`src/rtl/ex_pkg.sv`:
```
// ---------------------------------------------------------------------------
// ex_pkg
// Shared types for the execute-stage issue controller: the ALU opcode
// encoding, the decoded instruction class, the issue FSM states and the
// marker value returned when a MUL/DIV operation is abandoned.
// No ports (package).
// ---------------------------------------------------------------------------
package ex_pkg;

  // ALU opcode space. Integer ops occupy the low codes; MUL/DIV ops sit in
  // the upper half so the ALU can tell single-cycle work from multi-cycle work.
  typedef enum logic [4:0] {
    ALU_ADD    = 5'h00,
    ALU_SLL    = 5'h01,
    ALU_SLT    = 5'h02,
    ALU_SLTU   = 5'h03,
    ALU_XOR    = 5'h04,
    ALU_SRL    = 5'h05,
    ALU_OR     = 5'h06,
    ALU_AND    = 5'h07,
    ALU_SUB    = 5'h08,
    ALU_EQ     = 5'h09,
    ALU_NE     = 5'h0A,
    ALU_GE     = 5'h0B,
    ALU_GEU    = 5'h0C,
    ALU_SRA    = 5'h0D,
    ALU_DIV    = 5'h12,
    ALU_DIVU   = 5'h13,
    ALU_REM    = 5'h14,
    ALU_REMU   = 5'h15,
    ALU_MULHU  = 5'h18,
    ALU_MULHSU = 5'h19,
    ALU_MUL    = 5'h1E,
    ALU_MULH   = 5'h1F
  } alu_sel_e;

  // Instruction class as delivered by decode.
  typedef enum logic [1:0] {
    CLS_OP      = 2'd0,
    CLS_OPIMM   = 2'd1,
    CLS_MULDIV  = 2'd2,
    CLS_ILLEGAL = 2'd3
  } op_class_e;

  // Issue FSM states.
  typedef enum logic [1:0] {
    IDLE    = 2'd0,
    WAIT_MD = 2'd1,
    DRAIN   = 2'd2
  } state_e;

  // Result reported when a MUL/DIV never completes.
  localparam logic [31:0] ALU_SEL_DEBUG = 32'hDEADBEEF;

endpackage

```
`src/rtl/ex_sel_decode.sv`:
```
// ---------------------------------------------------------------------------
// ex_sel_decode
// Purely combinational translation of the decoded instruction class and
// function bits into the ALU opcode, plus flags telling the issue FSM whether
// the operation is multi-cycle or illegal.
// Ports:
//   i_class     in  2  instruction class (op_class_e encoding)
//   i_funct3    in  3  instruction funct3
//   i_funct7b5  in  1  funct7[5], selects SUB / SRA
//   o_sel       out 5  ALU opcode (ADD for illegal)
//   o_isMuldiv  out 1  operation runs on the multi-cycle MUL/DIV units
//   o_illegal   out 1  class is illegal, no ALU use
// ---------------------------------------------------------------------------
module ex_sel_decode
  import ex_pkg::*;
(
  input  logic [1:0] i_class,
  input  logic [2:0] i_funct3,
  input  logic       i_funct7b5,
  output logic [4:0] o_sel,
  output logic       o_isMuldiv,
  output logic       o_illegal
);

  alu_sel_e w_sel;

  // funct7[5] only means SUB for register-register ops; an OP-IMM with that
  // bit set in funct3=000 is still ADDI. SRA/SRAI both honour the bit.
  always_comb begin
    w_sel      = ALU_ADD;
    o_isMuldiv = 1'b0;
    o_illegal  = 1'b0;
    case (op_class_e'(i_class))
      CLS_OP, CLS_OPIMM: begin
        case (i_funct3)
          3'b000: w_sel = ((op_class_e'(i_class) == CLS_OP) && i_funct7b5) ? ALU_SUB : ALU_ADD;
          3'b001: w_sel = ALU_SLL;
          3'b010: w_sel = ALU_SLT;
          3'b011: w_sel = ALU_SLTU;
          3'b100: w_sel = ALU_XOR;
          3'b101: w_sel = i_funct7b5 ? ALU_SRA : ALU_SRL;
          3'b110: w_sel = ALU_OR;
          3'b111: w_sel = ALU_AND;
        endcase
      end
      CLS_MULDIV: begin
        o_isMuldiv = 1'b1;
        case (i_funct3)
          3'b000: w_sel = ALU_MUL;
          3'b001: w_sel = ALU_MULH;
          3'b010: w_sel = ALU_MULHSU;
          3'b011: w_sel = ALU_MULHU;
          3'b100: w_sel = ALU_DIV;
          3'b101: w_sel = ALU_DIVU;
          3'b110: w_sel = ALU_REM;
          3'b111: w_sel = ALU_REMU;
        endcase
      end
      default: o_illegal = 1'b1;
    endcase
  end

  assign o_sel = w_sel;

endmodule

```
`src/rtl/ex_issue_ctrl.sv`:
```
// ---------------------------------------------------------------------------
// ex_issue_ctrl
// Execute-stage issue controller in front of the RV32IM ALU. Accepts one
// decoded instruction per handshake, drives the ALU opcode and operands,
// holds operands steady while a MUL/DIV runs, and registers the result for
// writeback. One operation in flight; single-cycle ops sustain 1 op/cycle.
// Ports:
//   clk, rst                     clock; synchronous active-low reset
//   in_valid/in_ready            decode handshake
//   in_class, in_funct3,
//   in_funct7b5                  decoded operation
//   in_rs1, in_rs2, in_imm       operand sources
//   in_rd                        destination register
//   alu_dataA/B, alu_sel         ALU operands and opcode
//   alu_dataD, alu_ready         ALU result and its valid
//   out_valid/out_ready          writeback handshake
//   out_data, out_rd             registered result and destination
//   out_illegal                  result belongs to an illegal op (data 0)
//   md_timeout                   MUL/DIV abandoned (data DEADBEEF)
// ---------------------------------------------------------------------------
module ex_issue_ctrl
  import ex_pkg::*;
#(
  parameter int XLEN        = 32,
  parameter int MIN_MD_WAIT = 1,
  parameter int MD_TIMEOUT  = 64
) (
  input  logic            clk,
  input  logic            rst,
  input  logic            in_valid,
  output logic            in_ready,
  input  logic [1:0]      in_class,
  input  logic [2:0]      in_funct3,
  input  logic            in_funct7b5,
  input  logic [XLEN-1:0] in_rs1,
  input  logic [XLEN-1:0] in_rs2,
  input  logic [XLEN-1:0] in_imm,
  input  logic [4:0]      in_rd,
  output logic [XLEN-1:0] alu_dataA,
  output logic [XLEN-1:0] alu_dataB,
  output logic [4:0]      alu_sel,
  input  logic [XLEN-1:0] alu_dataD,
  input  logic            alu_ready,
  output logic            out_valid,
  input  logic            out_ready,
  output logic [XLEN-1:0] out_data,
  output logic [4:0]      out_rd,
  output logic            out_illegal,
  output logic            md_timeout
);

  localparam int CNT_W = 16;
  localparam logic [CNT_W-1:0] MIN_WAIT_C = CNT_W'(MIN_MD_WAIT);
  localparam logic [CNT_W-1:0] TIMEOUT_C  = CNT_W'(MD_TIMEOUT);

  state_e            r_state;
  state_e            w_stateNext;
  logic [XLEN-1:0]   r_opA;
  logic [XLEN-1:0]   r_opB;
  logic [4:0]        r_sel;
  logic [4:0]        r_pendRd;
  logic [CNT_W-1:0]  r_mdCount;
  logic              r_outValid;
  logic              r_outIllegal;
  logic              r_mdTimeout;
  logic [XLEN-1:0]   r_outData;
  logic [4:0]        r_outRd;

  logic [4:0]        w_decSel;
  logic              w_decMuldiv;
  logic              w_decIllegal;
  logic [XLEN-1:0]   w_opB;
  logic              w_outFree;
  logic              w_accept;
  logic              w_mdReadyOk;
  logic              w_mdTimeoutHit;
  logic              w_mdDone;

  ex_sel_decode u_selDecode (
    .i_class    (in_class),
    .i_funct3   (in_funct3),
    .i_funct7b5 (in_funct7b5),
    .o_sel      (w_decSel),
    .o_isMuldiv (w_decMuldiv),
    .o_illegal  (w_decIllegal)
  );

  // The output register is free when empty or being drained this cycle;
  // new work is only taken in IDLE so a pending result is never overwritten.
  assign w_outFree = !r_outValid || out_ready;
  assign in_ready  = (r_state == IDLE) && w_outFree;
  assign w_accept  = in_valid && in_ready;
  assign w_opB     = (op_class_e'(in_class) == CLS_OPIMM) ? in_imm : in_rs2;

  // r_mdCount is 1 in the first WAIT_MD cycle; ready seen during the first
  // MIN_MD_WAIT cycles may be left over from the previous op and is ignored.
  assign w_mdReadyOk    = alu_ready && (r_mdCount > MIN_WAIT_C);
  assign w_mdTimeoutHit = (MD_TIMEOUT != 0) && (r_mdCount >= TIMEOUT_C);
  assign w_mdDone       = (w_mdReadyOk || w_mdTimeoutHit) && w_outFree;

  // Next-state and ALU drive. The ALU sees the incoming op only when it is
  // actually accepted, the latched op while a MUL/DIV runs, and an all-zero
  // op in DRAIN so the MUL/DIV units observe an opcode change between ops.
  always_comb begin
    w_stateNext = r_state;
    alu_sel     = 5'h00;
    alu_dataA   = '0;
    alu_dataB   = '0;
    case (r_state)
      IDLE: begin
        if (w_accept && !w_decIllegal) begin
          alu_sel   = w_decSel;
          alu_dataA = in_rs1;
          alu_dataB = w_opB;
        end
        if (w_accept && w_decMuldiv) begin
          w_stateNext = WAIT_MD;
        end
      end
      WAIT_MD: begin
        alu_sel   = r_sel;
        alu_dataA = r_opA;
        alu_dataB = r_opB;
        if (w_mdDone) begin
          w_stateNext = DRAIN;
        end
      end
      DRAIN: w_stateNext = IDLE;
      default: w_stateNext = IDLE;
    endcase
  end

  // State, operand latch, timeout counter and result register. A reset in
  // WAIT_MD simply drops the op: nothing is ever written to the result.
  always_ff @(posedge clk) begin
    if (!rst) begin
      r_state      <= IDLE;
      r_opA        <= '0;
      r_opB        <= '0;
      r_sel        <= 5'h00;
      r_pendRd     <= 5'd0;
      r_mdCount    <= '0;
      r_outValid   <= 1'b0;
      r_outIllegal <= 1'b0;
      r_mdTimeout  <= 1'b0;
      r_outData    <= '0;
      r_outRd      <= 5'd0;
    end else begin
      r_state <= w_stateNext;
      if (r_outValid && out_ready) begin
        r_outValid <= 1'b0;
      end
      case (r_state)
        IDLE: begin
          if (w_accept) begin
            if (w_decIllegal) begin
              r_outValid   <= 1'b1;
              r_outIllegal <= 1'b1;
              r_mdTimeout  <= 1'b0;
              r_outData    <= '0;
              r_outRd      <= in_rd;
            end else if (w_decMuldiv) begin
              r_opA     <= in_rs1;
              r_opB     <= w_opB;
              r_sel     <= w_decSel;
              r_pendRd  <= in_rd;
              r_mdCount <= CNT_W'(1);
            end else begin
              r_outValid   <= 1'b1;
              r_outIllegal <= 1'b0;
              r_mdTimeout  <= 1'b0;
              r_outData    <= alu_dataD;
              r_outRd      <= in_rd;
            end
          end
        end
        WAIT_MD: begin
          if (w_mdDone) begin
            r_outValid   <= 1'b1;
            r_outIllegal <= 1'b0;
            r_mdTimeout  <= !w_mdReadyOk;
            r_outData    <= w_mdReadyOk ? alu_dataD : XLEN'(ALU_SEL_DEBUG);
            r_outRd      <= r_pendRd;
          end else if (r_mdCount != {CNT_W{1'b1}}) begin
            r_mdCount <= r_mdCount + CNT_W'(1);
          end
        end
        default: ;
      endcase
    end
  end

  assign out_valid   = r_outValid;
  assign out_data    = r_outData;
  assign out_rd      = r_outRd;
  assign out_illegal = r_outIllegal;
  assign md_timeout  = r_mdTimeout;

endmodule
```
`config.mk`:
```
export PLATFORM = sky130hd
export DESIGN_NAME = ex_issue_ctrl
export DESIGN_NICKNAME = d
export VERILOG_FILES = /design/src/rtl/ex_pkg.sv /design/src/rtl/ex_sel_decode.sv /design/src/rtl/ex_issue_ctrl.sv
export SDC_FILE = /design/constraint.sdc
export NUM_CORES = 1
export LEC_CHECK = 0
export ABC_AREA = 1
export CAP_MARGIN = 30
export CORE_MARGIN = 4
export CORE_UTILIZATION = 40
export CTS_CLUSTER_DIAMETER = 40
export DETAILED_ROUTE_END_ITERATION = 6
export MAX_ROUTING_LAYER = met4
export PLACE_DENSITY = 0.79
export SLEW_MARGIN = 20
export SYNTH_ARGS = -nofsm -noshare
export SYNTH_HDL_FRONTEND = slang
export SYNTH_SLANG_ARGS = --single-unit
```
`constraint.sdc`:
```
create_clock -name clk -period 1.75 [get_ports clk]
set_input_delay 0.2625 -clock clk [delete_from_list [all_inputs] [get_ports clk]]
set_output_delay 0.2625 -clock clk [all_outputs]
set_load 0.02 [all_outputs]
```
Word level (Yosys, flattened, before mapping)
Memories as Yosys holds them, arrays and structs flattened.
Cells that the tools add are included.
- flip-flop bits (word level): 132
- memory bits (read-only): 32
- input port bits: 144
- output and inout bits: 110
- word-level logic and storage cells: 103
- memories: 1
- add/sub/neg operators: 1
- $lt $le $gt $ge: 2
- eq/ne operators: 19
- mux-type cells: 47
- reduce and logical (&&, ||, !) cells: 22
- memories (memory ; depth ; width ; read ports ; clocked after memory_dff ; wr ports ; RTL line ; RTL):
    (no name shown) ; 8 ; 4 ; 1 ; 0 ; 0 ; ex_sel_decode.sv:48 ; case (i_funct3)
- operators by type and width (kind ; count):
    32-bit two-way mux ; 8
    32-bit one-hot mux with 2 select lines ; 3
    16-bit two-way mux ; 5
    5-bit one-hot mux with 8 select lines ; 1
    16-bit one-hot mux with 2 select lines ; 1
    5-bit one-hot mux with 2 select lines ; 3
    5-bit two-way mux ; 5
    16-bit by 1-bit adder with 16-bit output (second input constant) ; 1
    16-bit by 7-bit greater-or-equal comparator with 1-bit output (second input constant) ; 1
    16-bit by 1-bit greater-than comparator with 1-bit output (second input constant) ; 1
    16-bit != test (second input constant) ; 1
    1-bit two-way mux ; 13
    3-bit == test (second input constant) ; 4
    2-bit != test (second input constant) ; 6
    1-bit logical AND ; 8
    4-bit two-way mux ; 2
    4-bit AND reduction ; 2
    3-bit by 2-bit == test with 1-bit output (second input constant) ; 2
    1-bit one-hot mux with 2 select lines ; 3
    6-bit AND reduction ; 1
    2-bit by 1-bit == test with 1-bit output (second input constant) ; 2
    2-bit logical NOT ; 2
    2-bit two-way mux ; 2
    2-bit one-hot mux with 2 select lines ; 1
    11 further kinds ; 13

Longest topological paths before layout
- word-level depth: 7
- depth in mapped cells: 11
- gate-level depth less buffers: 10

By module
A second synthesis with hierarchy kept.
- cell total of the unflattened synthesis: 1034
- area total of the unflattened synthesis: 7066.8 sq um
- modules (own cells, without submodules) (module ; times used ; cells each ; area an instance (sq um)):
    ex_issue_ctrl ; 1 ; 997 ; 6831.6
    ex_sel_decode ; 1 ; 37 ; 235.2

Worst setup path after synthesis
OpenSTA, ideal clock, no wires.
- kind: register to output
- start point: register r_outValid (netlist: out_valid)
- end point: output port alu_dataB[11]
- data arrival time: 1.716 ns
- required time: 1.487 ns
- path slack: -0.229 ns
- stages on the path, launching flop included: 8
- path through: dfxtp_1 -> nand2_2 -> nand4_2 -> a21oi_2 -> inv_2 -> clkbuf_1 -> clkbuf_1 -> o21ai_0
- longest elaborated chain between the ends: 7
- RTL lines (item ; RTL line ; RTL):
    start, declared ; ex_issue_ctrl.sv:63 ; logic r_outValid;
    start signal, assigned ; ex_issue_ctrl.sv:143 ; r_outValid <= 1'b0;
    start signal, assigned ; ex_issue_ctrl.sv:151 ; r_outValid <= 1'b0;
    start signal, assigned ; ex_issue_ctrl.sv:157 ; r_outValid <= 1'b1;
    1-bit logical NOT ; ex_issue_ctrl.sv:90 ; assign w_outFree = !r_outValid || out_ready;
    1-bit logical OR ; ex_issue_ctrl.sv:90 ;
    1-bit logical AND ; ex_issue_ctrl.sv:91 ; assign in_ready = (r_state == IDLE) && w_outFree;
    1-bit logical AND ; ex_issue_ctrl.sv:92 ; assign w_accept = in_valid && in_ready;
    1-bit logical AND ; ex_issue_ctrl.sv:111 ; if (w_accept && !w_decIllegal) begin
    32-bit two-way mux ; ex_issue_ctrl.sv:111 ;
    32-bit one-hot mux with 2 select lines ; ex_issue_ctrl.sv:109 ; case (r_state)
    end, declared ; ex_issue_ctrl.sv:40 ; output logic [XLEN-1:0] alu_dataB,
Every way passes these cells.

Worst setup path after layout
- start point: register r_state[1]
- end point: output port alu_dataA[27]
- longest elaborated chain between the ends: 6
- RTL lines (item ; RTL line ; RTL):
    start, declared ; ex_issue_ctrl.sv:56 ; state_e r_state;
    start signal, assigned ; ex_issue_ctrl.sv:149 ; r_state <= w_stateNext;
    2-bit logical NOT ; ex_issue_ctrl.sv:91, ex_issue_ctrl.sv:109 ;
    1-bit logical AND ; ex_issue_ctrl.sv:91 ;
    1-bit logical AND ; ex_issue_ctrl.sv:92 ;
    1-bit logical AND ; ex_issue_ctrl.sv:111 ;
    32-bit two-way mux ; ex_issue_ctrl.sv:111 ;
    32-bit one-hot mux with 2 select lines (*) ; ex_issue_ctrl.sv:109 ;
    end, declared ; ex_issue_ctrl.sv:39 ; output logic [XLEN-1:0] alu_dataA,
Every way passes the cells marked *; elsewhere a longest branch is shown, timed or not.

==> flow_summary.toml <==
[status]
status = "finished, violations left"
violations = "setup timing"

[logic_synthesis]
synth_top_flop_cell = "dfxtp_1"
ys_warn_count = 0
syn-num-nets = 1191
ys_types = 39
synth.most_common_cell = "nand2_1"
synth_area_sq_um = 7400
synth.largest_area_cell = "dfxtp_1"
synthCells = 1038
yosysTopAreaCellShare_pct = 35.7
synth_edf_count = 0
ys_seq_area_share_pct = 35.7
synth-seq-cells = 132
synth_top_cells_by_area = "dfxtp_1 (36%), nand2_1 (9.8%), nor2_1 (7.5%)"
async_flop_share_pct = 0
syn_area_per_cell_sq_um = 7.13
synthTopCellsByCount = "nand2_1 (193), nor2_1 (147), dfxtp_1 (132), nand3_1 (96), o21ai_0 (85)"

[clocking]
cts_root_buf = "clkbuf_16"
insertion_delay_ns = 0.42
clockBufferDepth = 2
cts_buffers = 17
cts_tree = "built"
clkTransAtPathRegs_ns = 0.06
ctsHtreeMaxLevel = 4
cts_sinks = 132

[detailed_routing]
first_iter_violations = 607
ant_nets = 0
via_count = 8494
drc_errors = 0
avgViaCountPerCell = 5.35
routed_wl_microns = 27400
wl_per_cell_microns = 17.2
drtPass1Iterations = 5

[power]
sw_frac_of_total_pct = 29.7
power_density_nw_per_um2 = 755
ir_worst_vdd_mv = 0.693
p_leak_nw = 5.10
p_comb_share_pct = 26.8
internal_power_mw = 6.62
clock_power_share_pct = 38.6
p_total_mw = 9.42
p_sw_mw = 2.80
pwr-share-seq_pct = 34.6

[hold_path]
min_from = "out_ready"
worstHoldPathCells = 7
hold_path_class = "input pin to flip-flop"
worstHoldEndpoint = "r_state[0]$_SDFFE_PN0P_"

[timing]
fin_skew_ns = 0.0112
rsz0062_at_grt = "true"
hold_ws_ns = 0.410
min_period_over_period_pct = 114
worst_slew_pin_slew_ns = 0.430
fin_tns_setup_ns = -14.34
finalHoldViolations = 0
period_needed_ns = 2.00
maxSlewViolCount = 0
relSlewSlack_pct = 71.3
setup_viol = 71
fmax_ghz = 0.501
setup_ws_ns = -0.248

[cells_and_area]
syn_to_final_growth_pct = 68.8
drive_gt1_share_pct = 27.9
utilization_pct = 69.0
fin_nets = 1496
fillers = 1365

[global_route]
grt_usage_pct = 24.3
antenna_found_initial = 2
grt_max_degree = 93
grt_pass1_vias = 7914
grt_pass1_wl_microns = 39400
globalRouteOverflowTotal = 0

[floorplan]
start_util_pct = 40.9
die-area_sq_um = 20700
core_sq_um = 18100
dieWidth_microns = 144
rows = 49
die_y_microns = 144
io-pin-count = 254

[worst_setup_path]
path_cells = "buf_4, nor2_4, buf_12, buf_12, buf_16, a22o_1, buf_4"
crit_buf_inv = 5
crit_family = "buffers and inverters"
worstSetupEndpointType = "output port"
reg2reg_depth = 10
slowest_delay_ns = 0.33
slowest_stage = "dfxtp_2"
crit_fanout = 6
cp-start-kind = "flip-flop"
rr_startpoint = "r_state[1]$_SDFFE_PN0P_"
path_class = "flip-flop to output port"
r2r-end = "r_mdCount[15]$_SDFFE_PN0P_"
ff2ff_setup_slack_ns = -0.01
worstPathArrival_ns = 1.74
critPathRequiredTime_ns = 1.49

[placement]
post-place-ws_ns = -1.00
gp_congestion = 0.875
dp_hpwl_microns = 16300
io_buffer_count = 253

[flow_run]
max-cap-violations = 0
==> cells in the final DEF (no fill, tap or decap), types with 7 or more instances in the layout <==
master and count:
nand3_2 32, nand2_1 177, o21ai_4 11, a22o_1 32
nor2_1 139, dfxtp_1 127, nand2_2 16, a211oi_1 30
nor2_4 7, nand4_1 13, inv_2 7, nand3_1 84
clkdlybuf4s50_1 176, o21ai_0 50, inv_1 52, o21ai_2 23
a21oi_1 46, mux2i_1 13, buf_4 75, buf_12 22
clkbuf_16 25, mux2i_2 11, ha_1 7, nor2_2 9
o21ai_1 13, buf_6 66, a21oi_2 18
==> flip-flops by register name, summed over array words and instances (netlist names), 2 cells and up <==
| signal | count |
|---|---|
| r_opB | 32 |
| r_state | 2 |
| out_rd | 5 |
| r_mdCount | 16 |
| r_opA | 32 |
| r_pendRd | 5 |
| out_data | 32 |
| r_sel | 5 |
==> cells by family after synthesis <==
group / count (synthesis) / synth area share, %
buffers and inverters: 144 / 8.86
XOR/XNOR: 5 / 0.592
adder cells (fa/ha/maj): 9 / 1.52
multiplexers: 32 / 4.40
flip-flops: 132 / 35.7
AO/OA/AOI/OAI: 227 / 18.8
AND/OR/NAND/NOR: 489 / 30.1
==> metrics by stage <==
step | instance area (sq um) | instances
after floorplan | 7420 | 1038
after global placement | 10600 | 1522
after detailed placement | 10600 | 1522
after CTS | 11700 | 1571
after global routing | 12500 | 1587
final | 12500 | 1587
==> worst max path at each step <==
stage / from / end / cells after the start
global placement: in_funct3[0] / alu_sel[3] / 11
finish: r_state[1]$_SDFFE_PN0P_ / alu_dataA[27] / 7
floorplan: out_valid$_SDFF_PN0_ / alu_dataB[11] / 7
detailed placement: in_funct3[0] / alu_sel[3] / 11
CTS: out_valid$_SDFF_PN0_ / alu_dataA[30] / 7
global route: r_state[1]$_SDFFE_PN0P_ / alu_dataA[14] / 7
==> power groups by stage <==
stage	Sequential, mW	Combinational [mW]	Clock (mW)
5_1_grt	3.27	2.68	3.84
2_1_floorplan	3.37	0.956	0
3_5_place_dp	3.31	2.09	0
4_1_cts	3.25	2.27	3.71
6_report	3.26	2.52	3.64
3_3_place_gp	3.31	2.06	0
==> layout make-up <==
class / count / area (sq um) / area share (%)
multi-input cells: 762 / 4630 / 37.1
clock buffers: 19 / 453 / 3.63
well taps: 229 / 287 / 2.30
inverters: 64 / 270 / 2.17
diodes: 2 / 5.00 / 0.0401
flip-flops and latches: 132 / 2650 / 21.2
clock inverters: 13 / 148 / 1.18
repair buffers: 366 / 4040 / 32.4
==> worst register-to-register path, cell delays in order (launching register included) <==
cell and delay, ns:
dfxtp_2 0.33, buf_4 0.14, nor2_4 0.19, buf_6 0.15, buf_12 0.14, nand3_4 0.09
nor2_4 0.18, nor2_8 0.07, buf_12 0.16, nand3_1 0.11, a21oi_2 0.06
==> layer usage <==
layer | share of wire [%] | track usage (%) | wire [microns]
met1 | 41 | 29.3 | 11300
met5 | 0 | - | 0
met2 | 48 | 39.6 | 13300
met4 | 2.6 | 8.08 | 706
met3 | 7.8 | 6.55 | 2140
==> repair_timing <==
item	CTS	global route
hold buffers	0	0
endpoints found under the setup margin	118	140
endpoints found under the hold margin	0	0
setup buffers	10	6
cloned	7	9
resized for setup	462	140
pin swaps	11	25
Note: power is estimated with default switching activity, not from simulation.
